**config.mk**
```make
export PLATFORM = sky130hd
export DESIGN_NAME = ring_phase_decoder_flat
export DESIGN_NICKNAME = d
export VERILOG_FILES = /design/src/rtl/ring_pkg.sv /design/src/rtl/ring_phase_decoder_if.sv /design/src/rtl/ring_onehot_decode.sv /design/src/rtl/ring_phase_decoder.sv /design/src/flat_wrapper.sv
export SDC_FILE = /design/constraint.sdc
export NUM_CORES = 1
export LEC_CHECK = 0
export CAP_MARGIN = 40
export CORE_MARGIN = 1
export CORE_UTILIZATION = 41
export CTS_CLUSTER_DIAMETER = 100
export DETAILED_ROUTE_END_ITERATION = 6
export PLACE_DENSITY = 0.66
export SLEW_MARGIN = 20
export SYNTH_ARGS = -nofsm -noshare
export SYNTH_HDL_FRONTEND = slang
export SYNTH_HIERARCHICAL = 1
export SYNTH_SLANG_ARGS = --single-unit
```
**constraint.sdc**
```tcl
create_clock -name clk -period 5.4 [get_ports clk]
set_input_delay 1.08 -clock clk [delete_from_list [all_inputs] [get_ports clk]]
set_output_delay 1.08 -clock clk [all_outputs]
set_load 0.005 [all_outputs]
```
**src/rtl/ring_pkg.sv**
```systemverilog
// Shared types for ring counter consumers: monitor states, sample classes and
// the relation of a one-hot sample to the previous phase.
package ring_pkg;

  typedef enum logic [1:0] {
    UNLOCKED = 2'd0,
    LOCKED   = 2'd1,
    FAULT    = 2'd2
  } state_e;

  typedef enum logic [1:0] {
    ZERO    = 2'd0,
    ONEHOT  = 2'd1,
    ILLEGAL = 2'd2
  } sample_class_e;

  typedef enum logic [1:0] {
    HOLD = 2'd0,
    STEP = 2'd1,
    JUMP = 2'd2
  } relation_e;

endpackage

```
**src/rtl/ring_phase_decoder_if.sv**
```systemverilog
// Sample/status bundle between a ring counter consumer and its environment.
interface ring_phase_decoder_if #(
  parameter int unsigned WIDTH = 4,
  parameter int unsigned REV_W = 8
);
  localparam int unsigned PW = $clog2(WIDTH);

  logic             en;
  logic [WIDTH-1:0] ring_in;
  logic             clr_err;
  logic [PW-1:0]    phase;
  logic             phase_valid;
  logic             locked;
  logic [REV_W-1:0] rev_cnt;
  logic             rev_pulse;
  logic             err_illegal;
  logic             err_skip;
  logic             err_sticky;

  modport master (
    output en, ring_in, clr_err,
    input  phase, phase_valid, locked, rev_cnt, rev_pulse,
           err_illegal, err_skip, err_sticky
  );

  modport slave (
    input  en, ring_in, clr_err,
    output phase, phase_valid, locked, rev_cnt, rev_pulse,
           err_illegal, err_skip, err_sticky
  );
endinterface

```
**src/rtl/ring_onehot_decode.sv**
```systemverilog
// Combinational classifier: ring vector -> {ZERO, ONEHOT, ILLEGAL} and the set
// bit index (meaningful only for ONEHOT).
module ring_onehot_decode
  import ring_pkg::*;
#(
  parameter int unsigned WIDTH = 4,
  localparam int unsigned PW = $clog2(WIDTH)
) (
  input  logic [WIDTH-1:0] ring,
  output sample_class_e    cls,
  output logic [PW-1:0]    idx
);

  logic seen;
  logic multi;

  always_comb begin
    seen  = 1'b0;
    multi = 1'b0;
    idx   = '0;
    for (int i = 0; i < int'(WIDTH); i++) begin
      if (ring[i]) begin
        if (seen) multi = 1'b1;
        seen = 1'b1;
        idx  = PW'(i);
      end
    end
  end

  always_comb begin
    cls = ZERO;
    if (multi)     cls = ILLEGAL;
    else if (seen) cls = ONEHOT;
  end

endmodule

```
**src/rtl/ring_phase_decoder.sv**
```systemverilog
// Receive-side ring counter monitor: decodes phase, locks on forward rotation,
// counts revolutions and flags illegal or skipped samples.
module ring_phase_decoder
  import ring_pkg::*;
#(
  parameter int unsigned WIDTH      = 4,
  parameter int unsigned REV_W      = 8,
  parameter int unsigned LOCK_STEPS = 2
) (
  input logic              clk,
  input logic              rst,
  ring_phase_decoder_if.slave bus
);

  localparam int unsigned PW  = $clog2(WIDTH);
  localparam int unsigned LCW = $clog2(LOCK_STEPS + 1);

  state_e           state;
  logic [PW-1:0]    phase_q;
  logic             valid_q;
  logic             locked_q;
  logic [LCW-1:0]   lock_cnt;
  logic [REV_W-1:0] rev_q;
  logic             rev_pulse_q;
  logic             illegal_q;
  logic             skip_q;
  logic             sticky_q;

  sample_class_e    cls_c;
  logic [PW-1:0]    idx_c;
  logic [PW-1:0]    next_idx_c;
  relation_e        rel_c;

  ring_onehot_decode #(.WIDTH(WIDTH)) u_decode (
    .ring (bus.ring_in),
    .cls  (cls_c),
    .idx  (idx_c)
  );

  // Relation of the decoded index to the current reference phase
  always_comb begin
    next_idx_c = (phase_q == PW'(WIDTH - 1)) ? '0 : phase_q + PW'(1);
    rel_c      = JUMP;
    if (idx_c == phase_q)         rel_c = HOLD;
    else if (idx_c == next_idx_c) rel_c = STEP;
  end

  always_ff @(posedge clk) begin
    if (rst) begin
      state       <= UNLOCKED;
      phase_q     <= '0;
      valid_q     <= 1'b0;
      locked_q    <= 1'b0;
      lock_cnt    <= '0;
      rev_q       <= '0;
      rev_pulse_q <= 1'b0;
      illegal_q   <= 1'b0;
      skip_q      <= 1'b0;
      sticky_q    <= 1'b0;
    end else begin
      rev_pulse_q <= 1'b0;
      illegal_q   <= 1'b0;
      skip_q      <= 1'b0;

      if (state == FAULT) begin
        // Samples are ignored until software acknowledges the fault
        if (bus.clr_err) begin
          state    <= UNLOCKED;
          sticky_q <= 1'b0;
          lock_cnt <= '0;
          valid_q  <= 1'b0;
        end
      end else begin
        // A later error assignment in this cycle overrides the clear
        if (bus.clr_err) sticky_q <= 1'b0;

        if (bus.en) begin
          case (cls_c)
            ZERO: begin
              state    <= UNLOCKED;
              locked_q <= 1'b0;
              lock_cnt <= '0;
              valid_q  <= 1'b0;
            end
            ILLEGAL: begin
              illegal_q <= 1'b1;
              sticky_q  <= 1'b1;
              if (state == LOCKED) begin
                state    <= FAULT;
                locked_q <= 1'b0;
              end else begin
                lock_cnt <= '0;
                valid_q  <= 1'b0;
              end
            end
            ONEHOT: begin
              if (state == LOCKED) begin
                case (rel_c)
                  STEP: begin
                    phase_q <= idx_c;
                    if (phase_q == PW'(WIDTH - 1)) begin
                      rev_q       <= rev_q + REV_W'(1);
                      rev_pulse_q <= 1'b1;
                    end
                  end
                  JUMP: begin
                    skip_q   <= 1'b1;
                    sticky_q <= 1'b1;
                    state    <= FAULT;
                    locked_q <= 1'b0;
                  end
                  default: ;
                endcase
              end else if (!valid_q) begin
                phase_q  <= idx_c;
                valid_q  <= 1'b1;
                lock_cnt <= '0;
              end else begin
                case (rel_c)
                  STEP: begin
                    phase_q  <= idx_c;
                    lock_cnt <= lock_cnt + LCW'(1);
                    if (lock_cnt == LCW'(LOCK_STEPS - 1)) begin
                      state    <= LOCKED;
                      locked_q <= 1'b1;
                    end
                  end
                  JUMP: begin
                    phase_q  <= idx_c;
                    lock_cnt <= '0;
                  end
                  default: ;
                endcase
              end
            end
            default: ;
          endcase
        end
      end
    end
  end

  assign bus.phase       = phase_q;
  assign bus.phase_valid = valid_q;
  assign bus.locked      = locked_q;
  assign bus.rev_cnt     = rev_q;
  assign bus.rev_pulse   = rev_pulse_q;
  assign bus.err_illegal = illegal_q;
  assign bus.err_skip    = skip_q;
  assign bus.err_sticky  = sticky_q;

endmodule
```
**src/flat_wrapper.sv**
```systemverilog
// flat-port wrapper written by rule: the top's interface ports become plain ports
module ring_phase_decoder_flat import ring_pkg::*;
#(
  parameter int unsigned WIDTH      = 4,
  parameter int unsigned REV_W      = 8,
  parameter int unsigned LOCK_STEPS = 2
)
  (clk, rst, bus_en, bus_ring_in, bus_clr_err, bus_phase, bus_phase_valid, bus_locked, bus_rev_cnt, bus_rev_pulse, bus_err_illegal, bus_err_skip, bus_err_sticky);
  ring_phase_decoder_if #(.WIDTH(WIDTH), .REV_W(REV_W)) bus_i ();
  input logic clk;
  input logic rst;
  input wire logic [$bits(bus_i.en)-1:0] bus_en;
  input wire logic [$bits(bus_i.ring_in)-1:0] bus_ring_in;
  input wire logic [$bits(bus_i.clr_err)-1:0] bus_clr_err;
  output wire logic [$bits(bus_i.phase)-1:0] bus_phase;
  output wire logic [$bits(bus_i.phase_valid)-1:0] bus_phase_valid;
  output wire logic [$bits(bus_i.locked)-1:0] bus_locked;
  output wire logic [$bits(bus_i.rev_cnt)-1:0] bus_rev_cnt;
  output wire logic [$bits(bus_i.rev_pulse)-1:0] bus_rev_pulse;
  output wire logic [$bits(bus_i.err_illegal)-1:0] bus_err_illegal;
  output wire logic [$bits(bus_i.err_skip)-1:0] bus_err_skip;
  output wire logic [$bits(bus_i.err_sticky)-1:0] bus_err_sticky;
  assign bus_i.en = bus_en;
  assign bus_i.ring_in = bus_ring_in;
  assign bus_i.clr_err = bus_clr_err;
  assign bus_phase = bus_i.phase;
  assign bus_phase_valid = bus_i.phase_valid;
  assign bus_locked = bus_i.locked;
  assign bus_rev_cnt = bus_i.rev_cnt;
  assign bus_rev_pulse = bus_i.rev_pulse;
  assign bus_err_illegal = bus_i.err_illegal;
  assign bus_err_skip = bus_i.err_skip;
  assign bus_err_sticky = bus_i.err_sticky;
  ring_phase_decoder #(.WIDTH(WIDTH), .REV_W(REV_W), .LOCK_STEPS(LOCK_STEPS)) u_core (.clk(clk), .rst(rst), .bus(bus_i));
endmodule
```
==> flow_summary.toml <==
[status]
status = "completed"

[synth]
yosys_warnings = 6
ys_seq_elements = 20
ys_types = 49
synthCells = 160
synth_area_um2 = 1350
avgSynthCellArea_um2 = 8.43
ys_seq_area_share_pct = 29.7
synth_nets = 177
synth_flop_cell = "dfxtp_1"
synth_edf_count = 0
async_flop_share_pct = 0

[clocking]
htree_levels = 1
ctsHoldBuffers = 0
cts_max_path_buffers = 2
cts_tree = "done"
root_buffer = "clkbuf_4"
clk_pin_slew_ns = 0.12
numCtsBuffers = 3
postCtsSetupBuffers = 0
cts_resized = 0
insertion_delay_ns = 0.31
clock-sinks = 20

[detailed_routing]
wl_per_cell_um = 14.1
via_per_inst = 5.40
drt_drc_violations_left = 0
num_vias = 1225
routed_wl_um = 3190
drt_iter0_markers = 50
first_pass_iters = 4
detail-route-antenna-nets = 0

[hold_path]
holdCritStartpoint = "u_core/lock_cnt[1]"
hold_class = "flop to flop"

[die]
ioPinCount = 24
core_area_um2 = 3080
die_h_um = 59.4
die_area_um2 = 3520
num_rows = 20
start_util_pct = 43.8
dieWidth_um = 59.4

[timing]
fmax_ghz = 0.288
period_minus_slack_ns = 3.48
post-route-period-util_pct = 64.4
worstMarginPinSlew_ns = 0.735
rsz0062_at_grt = "false"
hold_viol = 0
setup_violations = 0
fin_setup_tns_ns = 0
finalClockSkew_ns = 0.0112
slew_headroom_pct = 50.9
slew_violations = 0
fin_ws_ns = 1.92

[placed_design]
pre_cts_ws_ns = 1.65
gp_congestion = 0.888
dp_hpwl_um = 2340
port-buffer-count = 23

[final_layout]
layout.nets = 201
layout-drive-gt1-share_pct = 8.74
syn_to_final_growth_pct = 23.6
diodes = 0
n_fill_cell = 306
post-route-util_pct = 54.1

[critical_path]
cpPeakStageDelay_ns = 0.51
startpoint = "bus_ring_in[1]"
end_kind = "flop"
r2r_cells = 6
crit_fanout = 10
worstSetupStartpointType = "primary input"
arrival_ns = 3.64
ff2ff_setup_slack_ns = 3.17
endpoint = "u_core/bus.rev_cnt[4]"
critPathSlowestCell = "clkdlybuf4s50_1"
crit_required_ns = 5.57
r2r-start = "u_core/bus.phase[0]"
crit_type = "primary input to flop"
crit_chain = "clkdlybuf4s50_1, nor4b_1, a211o_1, ha_1, and2_1, nand3_1, a211oi_2, a31o_2, a21oi_1"
rr_endpoint = "u_core/lock_cnt[0]"

[power]
internal-power_uw = 249
p_leak_nw = 0.588
swShare_pct = 25.1
comb_power_share_pct = 16.9
p_clk_share_pct = 37.7
powerDensity_nw_per_um2 = 199
peakVddDrop_v = 0.000102
p_seq_share_pct = 45.3
switchingPower_uw = 83.3

[global_routing]
grt_overflow = 0
antenna_found_initial = 0
grt_use_total_pct = 20.4
grt_pass1_vias = 1176
grt_max_degree = 21
grt_pass1_wl_um = 5390

[flow_run]
cap_violations = 0
==> worst max-delay path: cells and delay by family <==
kind / cells / cell delay, ns
AO/OA/AOI/OAI: 4 / 0.88
adder cells (fa/ha/maj): 1 / 0.35
buffers and inverters: 1 / 0.51
AND/OR/NAND/NOR: 3 / 0.82
==> sequential cells by signal, indices dropped and copies added (netlist names) <==
register and count:
u_core/bus.rev_cnt 8, u_core/bus.phase 2, u_core/lock_cnt 2, u_core/state 2
u_core/bus.err_illegal 1, u_core/bus.err_skip 1, u_core/bus.err_sticky 1, u_core/bus.locked 1
u_core/bus.phase_valid 1, u_core/bus.rev_pulse 1
==> placed cells by master (no fill, tap or decap), drive strengths merged, types with 2 or more instances in the layout <==
| cell | n |
|---|---|
| clkdlybuf4s50 | 23 |
| o211ai | 2 |
| a21oi | 11 |
| inv | 12 |
| or4 | 3 |
| o21bai | 2 |
| nor4b | 3 |
| o2111ai | 2 |
| nand4 | 2 |
| dfxtp | 20 |
| ha | 9 |
| nor2 | 11 |
| nand3 | 4 |
| and2 | 2 |
| nor3 | 4 |
| a211oi | 3 |
| o21ai | 6 |
| nor3b | 2 |
| a2111oi | 2 |
| nand2b | 2 |
| clkbuf | 3 |
| nor2b | 5 |
| xnor2 | 8 |
| and3 | 2 |
| a31o | 2 |
| mux2i | 6 |
| nand2 | 17 |
==> stage by stage <==
step	area, um^2	power [mW]	hold WS [ns]	instances
finish	1670	0.332	0.477	227
global route	1670	0.348	0.501	227
CTS	1670	0.334	0.476	227
detailed placement	1610	0.209	0.458	223
global placement	1610	0.208	0.445	223
floorplan	1350	0.191	0.432	160
==> how the worst min path moves through the flow <==
stage	slack [ns]	depth (start not counted)	endpoint
after global placement	0.45	2	u_core/lock_cnt[1]
final	0.48	2	u_core/lock_cnt[1]
after CTS	0.48	2	u_core/lock_cnt[1]
after detailed placement	0.46	2	u_core/lock_cnt[1]
after global routing	0.50	2	u_core/lock_cnt[1]
after floorplan	0.43	2	u_core/lock_cnt[1]
==> Yosys cell counts, drive strengths merged (2+ instances only) <==
master,n,area (um^2)
a2111oi,2,30.0
a211oi,3,27.5
a21oi,11,55.1
a31o,2,17.5
and2,2,15.0
and3,2,12.5
buf,2,12.5
clkbuf,2,7.51
dfxtp,20,400
ha,9,113
inv,12,45.0
mux2i,6,60.1
nand2,17,63.8
nand2b,2,12.5
nand3,4,20.0
nand4,2,12.5
nor2,11,41.3
nor2b,5,31.3
nor3,4,20.0
nor3b,2,20.0
nor4b,3,26.3
o2111ai,2,17.5
o211ai,2,15.0
o21ai,6,37.5
o21bai,2,15.0
or4,3,22.5
xnor2,8,77.6
==> cell type report <==
type                    instances  area [um^2]  area share (%)
repair buffers                 23          230            13.8
clock buffers                   3         22.5            1.35
clock inverters                 1         30.0            1.80
well taps                      44         55.1            3.30
multi-input cells             124          883            53.0
inverters                      12         45.0            2.70
flip-flops and latches         20          400            24.0
==> power groups by stage <==
stage,clock (mW),combinational (mW),sequential (mW)
2_1_floorplan,0,0.0373,0.154
3_3_place_gp,0,0.0538,0.154
3_5_place_dp,0,0.0552,0.154
4_1_cts,0.128,0.0555,0.151
5_1_grt,0.135,0.0625,0.151
6_report,0.125,0.0561,0.150
==> cells by family after synthesis <==
group / share of synthesized area (%)
and+or+nand+nor: 24.2
AOI/OAI and AO/OA: 22.1
DFF: 29.7
buffers and inverters: 4.82
xor gates and xnor gates: 6.40
adders and majority gates: 8.35
muxes: 4.45
==> per-layer routing <==
layer  up-vias  global-route usage, %  wire, um
li1        625                      -         -
met1       571                   27.7      1520
met2        27                   33.1      1520
met3         2                   3.06       137
met4         0                   6.46        19
met5         -                      0         0
Power figures use the tool's default switching activity.
